`config.mk`:
```
export PLATFORM = sky130hd
export DESIGN_NAME = shift_ex_stage
export DESIGN_NICKNAME = d
export VERILOG_FILES = /design/src/rtl/shift_pkg.sv /design/src/rtl/shift_func_map.sv /design/src/rtl/shift_ex_stage.sv
export SDC_FILE = /design/constraint.sdc
export NUM_CORES = 1
export LEC_CHECK = 0
export BUFFER_PORTS_ARGS = -buffer_cell sky130_fd_sc_hd__buf_4
export CAP_MARGIN = 0
export CORE_MARGIN = 5
export CORE_UTILIZATION = 40
export CTS_CLUSTER_DIAMETER = 120
export DETAILED_ROUTE_END_ITERATION = 16
export GPL_ROUTABILITY_DRIVEN = 1
export PLACE_DENSITY = 0.79
export SYNTH_ARGS = -nofsm -noshare
export SYNTH_HDL_FRONTEND = slang
export SYNTH_SLANG_ARGS = --single-unit
export TNS_END_PERCENT = 100
```
`constraint.sdc`:
```
create_clock -name clk -period 2 [get_ports clk]
set_input_delay 0.3 -clock clk [delete_from_list [all_inputs] [get_ports clk]]
set_output_delay 0.3 -clock clk [all_outputs]
set_load 0.1 [all_outputs]
```
`src/rtl/shift_pkg.sv`:
```
// Shared definitions for the shift execute stage: ISA function codes,
// shifter op codes and default datapath widths.
package shift_pkg;

    localparam int DW_DEF = 16;
    localparam int CW_DEF = 4;

    // ISA shift functions as decoded; 101-111 are illegal
    typedef enum logic [2:0] {
        FN_ROL = 3'b000,
        FN_SLL = 3'b001,
        FN_SRA = 3'b010,
        FN_SRL = 3'b011,
        FN_ROR = 3'b100
    } shift_func_e;

    // Native operations of the combinational shifter
    typedef enum logic [1:0] {
        OP_ROTL  = 2'b00,
        OP_SHFL  = 2'b01,
        OP_SHFRA = 2'b10,
        OP_SHFRL = 2'b11
    } shift_op_e;

endpackage

```
`src/rtl/shift_func_map.sv`:
```
// Combinational translation of an ISA shift function plus resolved count
// into the shifter's op/count pair. Rotate-right has no native op, so it
// is expressed as a rotate-left by the complementary count.
module shift_func_map
    import shift_pkg::*;
#(
    parameter int CW = CW_DEF
) (
    input  logic [2:0]    func,
    input  logic [CW-1:0] cnt,
    output logic [1:0]    sh_op,
    output logic [CW-1:0] sh_cnt,
    output logic          illegal
);

    // Illegal codes fall back to a harmless shift-left by zero
    always_comb begin
        sh_op   = OP_SHFL;
        sh_cnt  = '0;
        illegal = 1'b0;
        case (func)
            FN_ROL: begin
                sh_op  = OP_ROTL;
                sh_cnt = cnt;
            end
            FN_SLL: begin
                sh_op  = OP_SHFL;
                sh_cnt = cnt;
            end
            FN_SRA: begin
                sh_op  = OP_SHFRA;
                sh_cnt = cnt;
            end
            FN_SRL: begin
                sh_op  = OP_SHFRL;
                sh_cnt = cnt;
            end
            FN_ROR: begin
                // DW is a power of two, so (DW - cnt) mod DW is the
                // CW-bit two's complement of cnt; ROR by 0 stays 0.
                sh_op  = OP_ROTL;
                sh_cnt = -cnt;
            end
            default: begin
                illegal = 1'b1;
            end
        endcase
    end

endmodule

```
`src/rtl/shift_ex_stage.sv`:
```
// Execute-stage front end for the 16-bit combinational shifter.
// Accepts shift micro-ops over valid/ready, resolves the count, drives the
// external shifter and registers the result with a one-entry skid buffer so
// in_ready never depends combinationally on out_ready.
// Optional: define SHIFT_ZFLAG_EN to add a registered out_zero flag.
module shift_ex_stage
    import shift_pkg::*;
#(
    parameter int DW = DW_DEF,
    parameter int CW = CW_DEF
) (
    input  logic          clk,
    input  logic          rst,
    input  logic          flush,
    input  logic          in_valid,
    output logic          in_ready,
    input  logic [DW-1:0] in_data,
    input  logic [DW-1:0] in_rcnt,
    input  logic [CW-1:0] in_icnt,
    input  logic          in_cnt_sel,
    input  logic [2:0]    in_func,
    input  logic [2:0]    in_tag,
    output logic [DW-1:0] sh_in,
    output logic [CW-1:0] sh_cnt,
    output logic [1:0]    sh_op,
    input  logic [DW-1:0] sh_out,
    output logic          out_valid,
    input  logic          out_ready,
    output logic [DW-1:0] out_data,
    output logic [2:0]    out_tag,
`ifdef SHIFT_ZFLAG_EN
    output logic          out_zero,
`endif
    output logic          out_err
);

    // Skid buffer: holds the raw op that arrived while the output was stalled
    logic          skid_valid_q, skid_valid_d;
    logic [DW-1:0] skid_data_q,  skid_data_d;
    logic [CW-1:0] skid_cnt_q,   skid_cnt_d;
    logic [2:0]    skid_func_q,  skid_func_d;
    logic [2:0]    skid_tag_q,   skid_tag_d;

    // Output register toward memory/writeback
    logic          out_valid_q, out_valid_d;
    logic [DW-1:0] out_data_q,  out_data_d;
    logic [2:0]    out_tag_q,   out_tag_d;
    logic          out_err_q,   out_err_d;
`ifdef SHIFT_ZFLAG_EN
    logic          out_zero_q,  out_zero_d;
`endif

    logic          accept;
    logic          slot_free;
    logic [CW-1:0] live_cnt;
    logic [DW-1:0] src_data;
    logic [CW-1:0] src_cnt;
    logic [2:0]    src_func;
    logic [2:0]    src_tag;
    logic          src_illegal;
    logic [DW-1:0] result;
    logic          rcnt_unused;

    // Only the low CW bits of the register count are meaningful
    assign live_cnt    = in_cnt_sel ? in_icnt : in_rcnt[CW-1:0];
    assign rcnt_unused = ^in_rcnt[DW-1:CW];

    // Ready comes from reset and the skid flop only
    assign in_ready  = rst & ~skid_valid_q;
    assign accept    = in_valid & in_ready;
    assign slot_free = ~out_valid_q | out_ready;

    // The skid entry is older than anything on the input, so it wins the shifter
    assign src_data = skid_valid_q ? skid_data_q : in_data;
    assign src_cnt  = skid_valid_q ? skid_cnt_q  : live_cnt;
    assign src_func = skid_valid_q ? skid_func_q : in_func;
    assign src_tag  = skid_valid_q ? skid_tag_q  : in_tag;

    shift_func_map #(
        .CW (CW)
    ) u_func_map (
        .func    (src_func),
        .cnt     (src_cnt),
        .sh_op   (sh_op),
        .sh_cnt  (sh_cnt),
        .illegal (src_illegal)
    );

    assign sh_in  = src_data;
    assign result = src_illegal ? '0 : sh_out;

    // Next-state: flush, drain skid, direct load, stall into skid, or go idle
    always_comb begin
        skid_valid_d = skid_valid_q;
        skid_data_d  = skid_data_q;
        skid_cnt_d   = skid_cnt_q;
        skid_func_d  = skid_func_q;
        skid_tag_d   = skid_tag_q;
        out_valid_d  = out_valid_q;
        out_data_d   = out_data_q;
        out_tag_d    = out_tag_q;
        out_err_d    = out_err_q;
`ifdef SHIFT_ZFLAG_EN
        out_zero_d   = out_zero_q;
`endif
        if (flush) begin
            out_valid_d  = 1'b0;
            skid_valid_d = 1'b0;
        end else if (slot_free && skid_valid_q) begin
            out_valid_d  = 1'b1;
            out_data_d   = result;
            out_tag_d    = src_tag;
            out_err_d    = src_illegal;
`ifdef SHIFT_ZFLAG_EN
            out_zero_d   = ~src_illegal && (result == '0);
`endif
            skid_valid_d = 1'b0;
        end else if (slot_free && accept) begin
            out_valid_d  = 1'b1;
            out_data_d   = result;
            out_tag_d    = src_tag;
            out_err_d    = src_illegal;
`ifdef SHIFT_ZFLAG_EN
            out_zero_d   = ~src_illegal && (result == '0);
`endif
        end else if (!slot_free && accept) begin
            skid_valid_d = 1'b1;
            skid_data_d  = in_data;
            skid_cnt_d   = live_cnt;
            skid_func_d  = in_func;
            skid_tag_d   = in_tag;
        end else if (slot_free) begin
            out_valid_d  = 1'b0;
        end
    end

    // State registers; reset empties the stage and clears every data flop
    always_ff @(posedge clk) begin
        if (!rst) begin
            skid_valid_q <= 1'b0;
            skid_data_q  <= '0;
            skid_cnt_q   <= '0;
            skid_func_q  <= '0;
            skid_tag_q   <= '0;
            out_valid_q  <= 1'b0;
            out_data_q   <= '0;
            out_tag_q    <= '0;
            out_err_q    <= 1'b0;
`ifdef SHIFT_ZFLAG_EN
            out_zero_q   <= 1'b0;
`endif
        end else begin
            skid_valid_q <= skid_valid_d;
            skid_data_q  <= skid_data_d;
            skid_cnt_q   <= skid_cnt_d;
            skid_func_q  <= skid_func_d;
            skid_tag_q   <= skid_tag_d;
            out_valid_q  <= out_valid_d;
            out_data_q   <= out_data_d;
            out_tag_q    <= out_tag_d;
            out_err_q    <= out_err_d;
`ifdef SHIFT_ZFLAG_EN
            out_zero_q   <= out_zero_d;
`endif
        end
    end

    assign out_valid = out_valid_q;
    assign out_data  = out_data_q;
    assign out_tag   = out_tag_q;
    assign out_err   = out_err_q;
`ifdef SHIFT_ZFLAG_EN
    assign out_zero  = out_zero_q;
`endif

endmodule
```
---- Yosys cells after proc, flatten, opt, wreduce, memory -nomap -nowiden ----
Index checks and enable logic that the tools add are counted.
storage, ports and cells
  input bits .............................. 64
  memory bits (writable) .................. 0
  output and inout port bits .............. 44
  flip-flop bits (word level) ............. 48
  bits in latches ......................... 0
  ROM bits ................................ 0
  memories ................................ 0
cells by class
  bitwise gates (word level) .............. 9
  reduce and logical (&&, ||, !) cells .... 16
  add/subtract/negate cells ............... 1
  div/mod/pow operators ................... 0
  multipliers ............................. 0
  equality and inequality tests ........... 5
  shifts and indexed selects .............. 0
  order comparisons ....................... 0
  mux-type cells .......................... 19
operator list
  kind                  number
  $mux W16              4
  $mux W3               4
  $mux W4               2
  $pmux W4 S2           1
  $mux W1               7
  $eq A3 B2 Y1 const B  2
  $not A1 Y1            6
  $pmux W2 S3           1
  $reduce_and A2 Y1     3
  $reduce_or A5 Y1      1
  $neg A4 Y4            1
  $reduce_and A4 Y1     1
  $reduce_or A2 Y1      2
  $reduce_or A4 Y1      1
  $eq A3 B1 Y1 const B  1
  $eq A3 B3 Y1 const B  1
  $logic_and A1 B1 Y1   3
  $logic_not A3 Y1      1
  $ne A3 B3 Y1 const B  1
  $reduce_bool A3 Y1    1
  $reduce_or A3 Y1      1
  $and A1 B1 Y1         2
  $reduce_bool A2 Y1    1
  $logic_not A1 Y1      1
  $or A1 B1 Y1          1

---- Logic depth before layout (Yosys ltp) ----
  word-level depth ........................ 7
  depth in mapped cells ................... 7
  mapped depth without buffers ............ 6

---- Modules after synthesis ----
A second synthesis with hierarchy kept.
second synthesis, totals
  cells, all modules ...................... 265
  area total of the unflattened synthesis .. 2,464.9 sq um
by module, submodules not included
  module          instances  cells an instance  area each (sq um)
  shift_ex_stage  1          250                2,354.8
  shift_func_map  1          15                 110.1

---- Worst setup path after synthesis ----
OpenSTA, ideal clock, no wires.
  kind .................................... reg-to-output
  from .................................... register skid_valid_q
  to ...................................... output port sh_cnt[1]
  cell stages (with the launch flop) ...... 5
  buffers on the path ..................... 2
  arrival time ............................ 3,177 ps
  setup slack ............................. -1,477 ps
  required time ........................... 1,700 ps
  cell sequence ........................... dfxtp_1 > buf_4 > buf_2 > mux2_2 > o21ai_0
between the ends
  word-level cells in the longest chain between the ends .. 4
ends and longest elaborated chain
  what                                                RTL line               RTL
  from (decl)                                         shift_ex_stage.sv:38   logic skid_valid_q, skid_valid_d;
  from (signal assigned)                              shift_ex_stage.sv:153  skid_valid_q <= skid_valid_d;
  branches (longest 3 deep; another with $neg A4 Y4)  --
  $pmux W4 S2 *                                       shift_func_map.sv:21   case (func)
  to (decl)                                           shift_ex_stage.sv:24   output logic [CW-1:0] sh_cnt,
Every way passes the cells marked *.

---- Worst setup path after layout ----
  from .................................... register skid_valid_q
  to ...................................... output port sh_cnt[2]
Same word-level chain as after synthesis.

==> results_dict.tcl <==
set metrics [dict create \
    p_switching_mw 0.790 \
    port_buffers 95 \
    tightest_slew_ns 0.414 \
    rsz0062_at_grt "true" \
    dp.cells 423 \
    violations "setup timing" \
    yosys_register_bits 48 \
    swShare 0.344 \
    power_frac_seq 0.426 \
    hold_ws_ns 0.254 \
    clkTransAtPathRegs_ns 0.08 \
    maxSlewViolCount 0 \
    finalSetupViolations 3 \
    pin_count 108 \
    diodes 0 \
    htreeDepth 2 \
    p_total_mw 2.29 \
    status "finished with violations" \
    start_util 0.418 \
    coreArea_mm2 0.00557 \
    cts_made_buffers 5 \
    synth_warnings 0 \
    clockRootBuffer "clkbuf_8" \
    relSlewSlack 0.724 \
    fmaxAchievable_ghz 0.484 \
    p_per_area_mw_per_mm2 634 \
    fin_crit_sh 1.03 \
    antenna_found_initial 0 \
    placementRows 27 \
    finalSetupTns_ns -0.148 \
    pre_cts_ws_ns -0.0775 \
    hold_path_startpoint "in_valid" \
    ys_seq_area_frac 0.412 \
    intPower_mw 1.50 \
    fp.dieH_um 86.4 \
    syn_area_mm2 0.00233 \
    cts_tree "built" \
    drtIter0Drc 71 \
    placed_cell_area_mm2 0.00325 \
    grt_pass1_vias 2324 \
    vias 2247 \
    hold_viol 0 \
    syn_to_final_growth_pct 55.2 \
    syn_area_per_cell_um2 8.90 \
    drt_drc_violations_left 0 \
    grt_max_degree 33 \
    finalInstanceArea_mm2 0.00362 \
    grt_overflow 0 \
    hold_path.class "in2reg" \
    crit_fanout 7 \
    wirelength_um 6500 \
    clkPwrFrac 0.260 \
    synthTopCellsByArea "dfxtp_1 (41%), a21boi_0 (11%), nand2_1 (11%)" \
    dr.pass1.iters 4 \
    via_per_inst 5.12 \
    yosysUniqueCellTypes 29 \
    clockBufferDepth 2 \
    vdd_drop_max_mv 0.401 \
    grt_usage 0.178 \
    die_area_mm2 0.00746 \
    final_common_cell "buf_4" \
    skew_ns 0.00409 \
    die_w_um 86.4 \
    worst_ep_required_time_ns 1.70 \
    synth_nets 327 \
    drtAntennaViolNets 0 \
    grt_pass1_wl_um 10700 \
    clk_latency_ns 0.30 \
    cp.arrival_ns 1.77 \
    power_frac_comb 0.314 \
    crit_path_start_kind "register" \
    crit_type "reg2out" \
    worstSetupEndpointType "primary output" \
    place_congestion 0.762 \
    cp-startpoint "skid_valid_q" \
    drive_above_1_share 0.469 \
    r2r-start "skid_valid_q" \
    period_minus_slack_ns 2.07 \
    layout_setup_ws_ns -0.0680 \
    maxCapViolations 0 \
    clkSinkCount 48 \
    yosysTopAreaCell "dfxtp_1" \
    nNetsFinal 431 \
    utilization 0.649 \
    final_cell_mix "buf_4 (94), nand2_1 (66), dfxtp_1 (46)" \
    leakage_nw 1.45 \
    synth_top_area_share 0.412 \
    cts-hold-fix-buffers 0 \
    stdcell_count 439 \
    routedWlPerCell_um 14.8 \
    syn-instance-count 262 \
    hpwl_um 4620 \
]
## power by group through the flow
| stage | Clock [mW] | Sequential, mW | Combinational, mW |
|---|---|---|---|
| 2_1_floorplan | 0 | 1.09 | 0.364 |
| 3_3_place_gp | 0 | 1.00 | 0.639 |
| 3_5_place_dp | 0 | 1.00 | 0.645 |
| 4_1_cts | 0.617 | 0.979 | 0.690 |
| 5_1_grt | 0.663 | 0.981 | 0.751 |
| 6_report | 0.596 | 0.978 | 0.720 |
## worst max-delay path, cell delays in order, from the launching register on
cell and delay (ns):
dfxtp_4 0.44, mux2i_4 0.27, ha_2 0.22, nor2_2 0.05
mux2i_2 0.21, o22ai_4 0.11, buf_12 0.17
## routing by layer
metal,GRT usage,part of all wire,up-vias
li1,-,-,1123
met1,0.204,0.41,1054
met2,0.319,0.51,62
met3,0.0485,0.067,8
met4,0.0595,0.012,0
met5,0,0,-
## flip-flops by register name, summed over array words and instances, names as in the netlist
| name | cells |
|---|---|
| skid_data_q | 16 |
| out_valid | 1 |
| skid_tag_q | 3 |
| out_data | 16 |
| out_tag | 3 |
| out_err | 1 |
| skid_cnt_q | 4 |
| skid_func_q | 3 |
| skid_valid_q | 1 |
## cell families (layout without fill, tap and decap cells)
group,after synthesis,in the layout,share of synthesized area
AND/OR/NAND/NOR,89,89,0.162
AO/OA/AOI/OAI,70,70,0.228
flip-flops,48,48,0.412
multiplexers,31,31,0.144
buffers and inverters,23,128,0.0483
adder cells (fa/ha/maj),1,1,0.00536
## timing repair
action,4_1_cts,5_1_grt
pin swaps,6,3
setup endpoints to repair,21,21
resized for setup,29,24
setup buffers,6,2
## synthesized netlist by cell type
master    number
a21boi_0      35
a21boi_1       5
a21oi_1        3
a41oi_1        1
and3_1         1
and4b_1        1
buf_2         12
buf_4          3
clkbuf_1       7
dfxtp_1       48
ha_1           1
inv_1          1
mux2_2        21
mux2i_1       10
nand2_1       66
nand2b_1       1
nand3_1        2
nand4b_1       1
nor2_1         8
nor2b_1        3
nor3_1         1
nor3b_1        3
o211a_1        4
o211ai_1      16
o21ai_0        2
o22ai_1        2
o31a_1         1
o32ai_2        1
or3_1          2
## worst paths after layout
check,end,slack (ns),depth (start not counted)
hold / removal,out_valid,0.25,2
setup reg to reg,out_data[1],0.25,7
setup / recovery,sh_cnt[2],-0.07,6
hold reg to reg,out_data[12],0.46,2
## layout make-up
type	instances	area (µm²)
Fill cell	478	1950
Multi-Input combinational cell	191	1420
Timing Repair Buffer	119	1050
Sequential cell	48	966
Tap cell	72	90.1
Clock buffer	6	82.6
Clock inverter	2	10.0
Inverter	1	3.75
(Power assumes the default switching activity.)
